**config.mk**
```make
export PLATFORM = sky130hd
export DESIGN_NAME = iid_tracker_flat
export DESIGN_NICKNAME = d
export VERILOG_FILES = /design/src/rtl/iid_tracker_if.sv /design/src/rtl/iid_tracker.sv /design/src/flat_wrapper.sv
export SDC_FILE = /design/constraint.sdc
export NUM_CORES = 2
export LEC_CHECK = 0
export CAP_MARGIN = 20
export CORE_ASPECT_RATIO = 1.4
export CORE_MARGIN = 5
export CORE_UTILIZATION = 40
export CTS_CLUSTER_DIAMETER = 80
export CTS_CLUSTER_SIZE = 40
export DETAILED_ROUTE_END_ITERATION = 8
export PLACE_DENSITY_LB_ADDON = 0.12
export SETUP_SLACK_MARGIN = 0.4
export SYNTH_ARGS = -nofsm -noshare
export SYNTH_HDL_FRONTEND = slang
export SYNTH_SLANG_ARGS = --single-unit
```
**constraint.sdc**
```tcl
create_clock -name clk -period 11.1 [get_ports clk]
set_clock_uncertainty 0.2 [all_clocks]
set_input_delay 2.775 -clock clk [delete_from_list [all_inputs] [get_ports clk]]
set_output_delay 2.775 -clock clk [all_outputs]
set_load 0.02 [all_outputs]
```
**src/rtl/iid_tracker_if.sv**
```systemverilog
// Fetch/commit/flush bundle for the in-flight instruction-ID tracker, plus its observation outputs.
// The master drives requests; the slave (tracker) returns ready, ids, occupancy, trace and error state.
interface iid_tracker_if #(
    parameter int DEPTH    = 16,
    parameter int PC_WIDTH = 32
);
    localparam int CW = $clog2(DEPTH) + 1;

    logic                alloc_valid;
    logic                alloc_ready;
    logic [PC_WIDTH-1:0] alloc_pc;
    logic [63:0]         alloc_iid;
    logic                commit_valid;
    logic [63:0]         commit_iid;
    logic                flush_valid;
    logic [63:0]         flush_iid;
    logic [CW-1:0]       inflight_count;
    logic [63:0]         oldest_iid;
    logic                trace_valid;
    logic [63:0]         trace_iid;
    logic [PC_WIDTH-1:0] trace_pc;
    logic                err;
    logic [63:0]         err_iid;

    modport master (
        output alloc_valid, alloc_pc, commit_valid, commit_iid, flush_valid, flush_iid,
        input  alloc_ready, alloc_iid, inflight_count, oldest_iid,
        input  trace_valid, trace_iid, trace_pc, err, err_iid
    );

    modport slave (
        input  alloc_valid, alloc_pc, commit_valid, commit_iid, flush_valid, flush_iid,
        output alloc_ready, alloc_iid, inflight_count, oldest_iid,
        output trace_valid, trace_iid, trace_pc, err, err_iid
    );
endinterface

```
**src/rtl/iid_tracker.sv**
```systemverilog
// Debug iid tracker: numbers fetched instructions, holds in-flight (iid, pc) in order, rolls back on flush.
// Commit trace appears one cycle after commit; alloc_ready drops when full or during a flush.
module iid_tracker #(
    parameter int DEPTH    = 16,
    parameter int PC_WIDTH = 32
) (
    input  logic         clk,
    input  logic         rst_n,
    iid_tracker_if.slave bus
);
    localparam int AW = $clog2(DEPTH);
    localparam int CW = AW + 1;

    logic [63:0]         mem_iid [DEPTH];
    logic [PC_WIDTH-1:0] mem_pc  [DEPTH];

    logic [AW-1:0] head, tail, head_nxt, tail_nxt;
    logic [CW-1:0] count, count_nxt, keep;
    logic [63:0]   next_iid, next_iid_nxt;
    logic [63:0]   head_iid, flush_off;
    logic          empty, alloc_ready, push, pop;
    logic          commit_err, flush_hit, flush_err;

    logic                trace_valid;
    logic [63:0]         trace_iid;
    logic [PC_WIDTH-1:0] trace_pc;
    logic                err;
    logic [63:0]         err_iid;

    always_comb begin
        empty       = (count == '0);
        head_iid    = mem_iid[head];
        alloc_ready = (count < CW'(DEPTH)) && !bus.flush_valid;
        push        = bus.alloc_valid && alloc_ready;
        pop         = bus.commit_valid && !empty;
        commit_err  = bus.commit_valid && (empty || (bus.commit_iid != head_iid));

        // Range check is against the pre-commit head; the commit pop is applied after.
        flush_off   = bus.flush_iid - head_iid;
        flush_hit   = !empty && (flush_off < 64'(count));
        flush_err   = bus.flush_valid && !flush_hit;
        keep        = flush_hit ? (CW'(flush_off) + CW'(1)) : '0;

        head_nxt     = head + AW'(pop);
        count_nxt    = count;
        tail_nxt     = tail;
        next_iid_nxt = next_iid;
        if (bus.flush_valid) begin
            count_nxt    = (keep > CW'(pop)) ? (keep - CW'(pop)) : '0;
            // Survivors stay contiguous behind the new head.
            tail_nxt     = head_nxt + AW'(count_nxt);
            next_iid_nxt = bus.flush_iid + 64'd1;
        end else begin
            count_nxt    = count + CW'(push) - CW'(pop);
            tail_nxt     = tail + AW'(push);
            next_iid_nxt = push ? (next_iid + 64'd1) : next_iid;
        end
    end

    always_ff @(posedge clk) begin
        if (push) begin
            mem_iid[tail] <= next_iid;
            mem_pc[tail]  <= bus.alloc_pc;
        end
    end

    always_ff @(posedge clk or negedge rst_n) begin
        if (!rst_n) begin
            head        <= '0;
            tail        <= '0;
            count       <= '0;
            next_iid    <= '0;
            trace_valid <= 1'b0;
            trace_iid   <= '0;
            trace_pc    <= '0;
            err         <= 1'b0;
            err_iid     <= '0;
        end else begin
            head        <= head_nxt;
            tail        <= tail_nxt;
            count       <= count_nxt;
            next_iid    <= next_iid_nxt;
            trace_valid <= pop;
            if (pop) begin
                trace_iid <= head_iid;
                trace_pc  <= mem_pc[head];
            end
            // Only the first error is recorded; a commit error outranks a flush error.
            if (!err && (commit_err || flush_err)) begin
                err     <= 1'b1;
                err_iid <= commit_err ? bus.commit_iid : bus.flush_iid;
            end
        end
    end

    assign bus.alloc_ready    = alloc_ready;
    assign bus.alloc_iid      = next_iid;
    assign bus.inflight_count = count;
    assign bus.oldest_iid     = empty ? 64'd0 : head_iid;
    assign bus.trace_valid    = trace_valid;
    assign bus.trace_iid      = trace_iid;
    assign bus.trace_pc       = trace_pc;
    assign bus.err            = err;
    assign bus.err_iid        = err_iid;
endmodule

```
**src/flat_wrapper.sv**
```systemverilog
// flat-port wrapper written by rule: the top's interface ports become plain ports
module iid_tracker_flat 
#(
    parameter int DEPTH    = 16,
    parameter int PC_WIDTH = 32
)
  (clk, rst_n, bus_alloc_valid, bus_alloc_pc, bus_commit_valid, bus_commit_iid, bus_flush_valid, bus_flush_iid, bus_alloc_ready, bus_alloc_iid, bus_inflight_count, bus_oldest_iid, bus_trace_valid, bus_trace_iid, bus_trace_pc, bus_err, bus_err_iid);
  iid_tracker_if #(.DEPTH(DEPTH), .PC_WIDTH(PC_WIDTH)) bus_i ();
  input  logic clk;
  input  logic rst_n;
  input wire logic [$bits(bus_i.alloc_valid)-1:0] bus_alloc_valid;
  input wire logic [$bits(bus_i.alloc_pc)-1:0] bus_alloc_pc;
  input wire logic [$bits(bus_i.commit_valid)-1:0] bus_commit_valid;
  input wire logic [$bits(bus_i.commit_iid)-1:0] bus_commit_iid;
  input wire logic [$bits(bus_i.flush_valid)-1:0] bus_flush_valid;
  input wire logic [$bits(bus_i.flush_iid)-1:0] bus_flush_iid;
  output wire logic [$bits(bus_i.alloc_ready)-1:0] bus_alloc_ready;
  output wire logic [$bits(bus_i.alloc_iid)-1:0] bus_alloc_iid;
  output wire logic [$bits(bus_i.inflight_count)-1:0] bus_inflight_count;
  output wire logic [$bits(bus_i.oldest_iid)-1:0] bus_oldest_iid;
  output wire logic [$bits(bus_i.trace_valid)-1:0] bus_trace_valid;
  output wire logic [$bits(bus_i.trace_iid)-1:0] bus_trace_iid;
  output wire logic [$bits(bus_i.trace_pc)-1:0] bus_trace_pc;
  output wire logic [$bits(bus_i.err)-1:0] bus_err;
  output wire logic [$bits(bus_i.err_iid)-1:0] bus_err_iid;
  assign bus_i.alloc_valid = bus_alloc_valid;
  assign bus_i.alloc_pc = bus_alloc_pc;
  assign bus_i.commit_valid = bus_commit_valid;
  assign bus_i.commit_iid = bus_commit_iid;
  assign bus_i.flush_valid = bus_flush_valid;
  assign bus_i.flush_iid = bus_flush_iid;
  assign bus_alloc_ready = bus_i.alloc_ready;
  assign bus_alloc_iid = bus_i.alloc_iid;
  assign bus_inflight_count = bus_i.inflight_count;
  assign bus_oldest_iid = bus_i.oldest_iid;
  assign bus_trace_valid = bus_i.trace_valid;
  assign bus_trace_iid = bus_i.trace_iid;
  assign bus_trace_pc = bus_i.trace_pc;
  assign bus_err = bus_i.err;
  assign bus_err_iid = bus_i.err_iid;
  iid_tracker #(.DEPTH(DEPTH), .PC_WIDTH(PC_WIDTH)) u_core (.clk(clk), .rst_n(rst_n), .bus(bus_i));
endmodule
```
==> results.tsv <==
metric	value	unit
status	finished clean	
Crit Path Class	flip-flop to flip-flop	
WP data required	11.53	ns
routed len/inst	35.4	um
Yosys reg bits	1775	
Critical Path AT	9.97	ns
Post-CTS Resized	0	
Clock Sink Count	1775	
setup TNS	0	ns
Vias	47926	
Avg Inst Size Synth	15.6	um^2
max incr delay on CP	0.85	ns
P&R area growth vs syn	14.7	%
GRT Residual Overflow	0	
Post-Syn Area	77100	um^2
Hold Crit Start	u_core.bus.trace_iid[56]	
largest net degree at the start of global routing	119	
initial antenna violation count	23	
Routed WL	282000	um
Final Power	25.0	mW
first-pass GRT wire length	387000	um
DRT antenna net count	0	
core area	192000	um^2
Clock Path Buffers	3	
final setup vio count	0	
Die ar.	202000	um^2
Post-synth EDFFs	1536	
measured slew at the worst slew-check pin	1.17	ns
post-synthesis net count	5195	
slew margin rel.	0.213	
nets	5639	
routed vias/inst	6.03	
CP Capture Type	flip-flop	
starting density of the core	0.402	
Tmin final	9.55	ns
final max-slew violation count	0	
r2r startpoint	u_core.head[1]	
post-CTS setup buffers	0	
Reg clk slew, reported paths	0.14	ns
Tot GR Track Use	0.273	
Clock Tree Root	clkbuf_16	
CP max-delay cell	dfrtp_4	
post-synth top area share	0.599	
Post-Synthesis Cells	4942	
H-tree depth	3	
RSZ-0062 raised after global routing	no	
Distinct cells, synth	91	
# fillers	16845	
Num CTS Buffers	73	
HPWL after DPL	182000	um
Post-synth top flop	edfxtp_1	
PD cells	283	nW/um^2
Fin. Hold Viols	0	
Tcrit/Tclk final	0.860	
Lkg Pwr	29.6	nW
Seq/Total Area, Yosys	0.676	
area leader, netlist	edfxtp_1	
crit start category	flip-flop	
hold crit path type	flip-flop to flip-flop	
Hold WS	0.283	ns
Horiz. Die Dim	381	um
CTS tree	done	
chip height	529	um
vias in the first global route	47622	
drt first pass iters	6	
Placer Congestion	0.960	
Peak Freq	105	MHz
DRC	0	
Worst Setup SP	u_core.head[1]	
asr flop ratio synth	0.135	
cts hold-fix bufs	0	
Skew-Pair Late Insertion Delay	0.79	ns
CP max FO	45	
# IOs	461	
I/O Buffers	460	
layout cells sized above 1	0.141	
Max Cap Viol	0	
largest cells by area after synthesis	edfxtp_1 (60%), dfrtp_1 (7.8%), mux4_2 (7.6%)	
row count	190	
Syn. warnings	0	
initial DRC count	5093	
Max VDD drop	0.219	mV
## worst paths after layout
kind	slack, ns	end	depth (start not counted)
worst min-delay path	0.28	u_core.bus.trace_iid[56]	2
worst max-delay path	1.55	u_core.tail[3]	32
worst max register to register	1.55	u_core.tail[3]	32
max in group asynchronous	7.42	u_core.bus.trace_iid[56]	2
min in group asynchronous	1.74	u_core.bus.trace_pc[17]	1
worst min register to register	0.28	u_core.bus.trace_iid[56]	2
## where the power goes
part	switching [mW]	internal (mW)	leakage, nW
registers	0.435	7.83	16.7
logic	8.41	4.48	11.6
clock network	2.38	1.51	1.37
## stage by stage
stage               cell area, um^2  utilization  setup slack (ns)  cells
finish                        88400        0.461              1.55   7951
global route                  88400        0.461              1.05   7942
CTS                           88300        0.461              1.60   7941
detailed placement            85500        0.446              1.26   7806
global placement              85500        0.446              1.18   7806
floorplan                     77100            -              1.42   4942
## cells in the final DEF (no fill, tap or decap), drive strengths merged, types with 12 or more instances in the layout
cell type,netlist,layout
a21o,23,23
a21oi,167,167
a221oi,105,105
a22oi,91,91
a31oi,20,20
and2,25,25
and3,23,23
buf,105,184
clkbuf,168,84
clkdlybuf4s50,0,458
clkinv,1,24
dfrtp,239,239
edfxtp,1536,1536
ha,85,85
inv,123,148
mux2,12,12
mux2i,306,306
mux4,259,259
nand2,380,380
nand2b,21,21
nand3,70,70
nand3b,13,13
nand4,56,56
nor2,239,239
nor2b,12,12
nor3,36,36
nor4,22,22
o211ai,15,15
o21a,42,42
o21ai,288,288
o221ai,100,100
or3,16,16
xnor2,116,116
xor2,97,97
## cell type report
cell class | count | area [um^2] | share of cell area
sequential | 1775 | 52100 | 0.590
timing repair buffer | 642 | 6270 | 0.0709
clock inverter | 51 | 936 | 0.0106
inverter | 124 | 468 | 0.00529
antenna | 9 | 22.5 | 0.000255
tap | 2496 | 3120 | 0.0353
clock buffer | 84 | 1940 | 0.0220
multi-input combinational | 2770 | 23500 | 0.266
## layer usage
| metal | vias to the layer above | routed length, um | track usage | share of wire |
|---|---|---|---|---|
| li1 | 20232 | - | - | - |
| met1 | 25350 | 111000 | 0.352 | 0.39 |
| met2 | 1961 | 135000 | 0.450 | 0.48 |
| met3 | 373 | 22500 | 0.0618 | 0.080 |
| met4 | 10 | 13500 | 0.110 | 0.048 |
| met5 | - | 70 | 0 | 0.00025 |
## flip-flops by register name, summed over array words and instances, names as in the netlist
register,count
u_core.bus.trace_valid,1
u_core.bus.err,1
u_core.tail,4
u_core.bus.trace_iid,64
u_core.bus.err_iid,64
u_core.mem_iid,1024
u_core.bus.trace_pc,32
u_core.bus.inflight_count,5
u_core.head,4
u_core.mem_pc,512
u_core.bus.alloc_iid,64
## critical path, delay by kind of cell (launching register included)
| kind | cells | cell delay [ns] |
|---|---|---|
| AND/OR/NAND/NOR | 11 | 3.48 |
| AO/OA/AOI/OAI | 10 | 2.21 |
| adder cells (fa/ha/maj) | 5 | 1.54 |
| flip-flops | 1 | 0.85 |
| XOR/XNOR | 3 | 0.58 |
| buffers and inverters | 2 | 0.33 |
| multiplexers | 1 | 0.09 |
## Yosys cell counts (all sizes together), types with 21 or more instances
cell    instances
a21o           23
a21oi         167
a221oi        105
a22oi          91
and2           25
and3           23
buf           105
clkbuf        168
dfrtp         239
edfxtp       1536
ha             85
inv           123
mux2i         306
mux4          259
nand2         380
nand2b         21
nand3          70
nand4          56
nor2          239
nor3           36
nor4           22
o21a           42
o21ai         288
o221ai        100
xnor2         116
xor2           97
## cells by family after synthesis
family	after synthesis	share of synthesized area
DFF	1775	0.676
AOI/OAI and AO/OA	947	0.0898
and+or+nand+nor	945	0.0559
muxes	577	0.117
buffers and inverters	397	0.0221
xor gates and xnor gates	213	0.0242
adders and majority gates	88	0.0146
(Power assumes the default switching activity.)
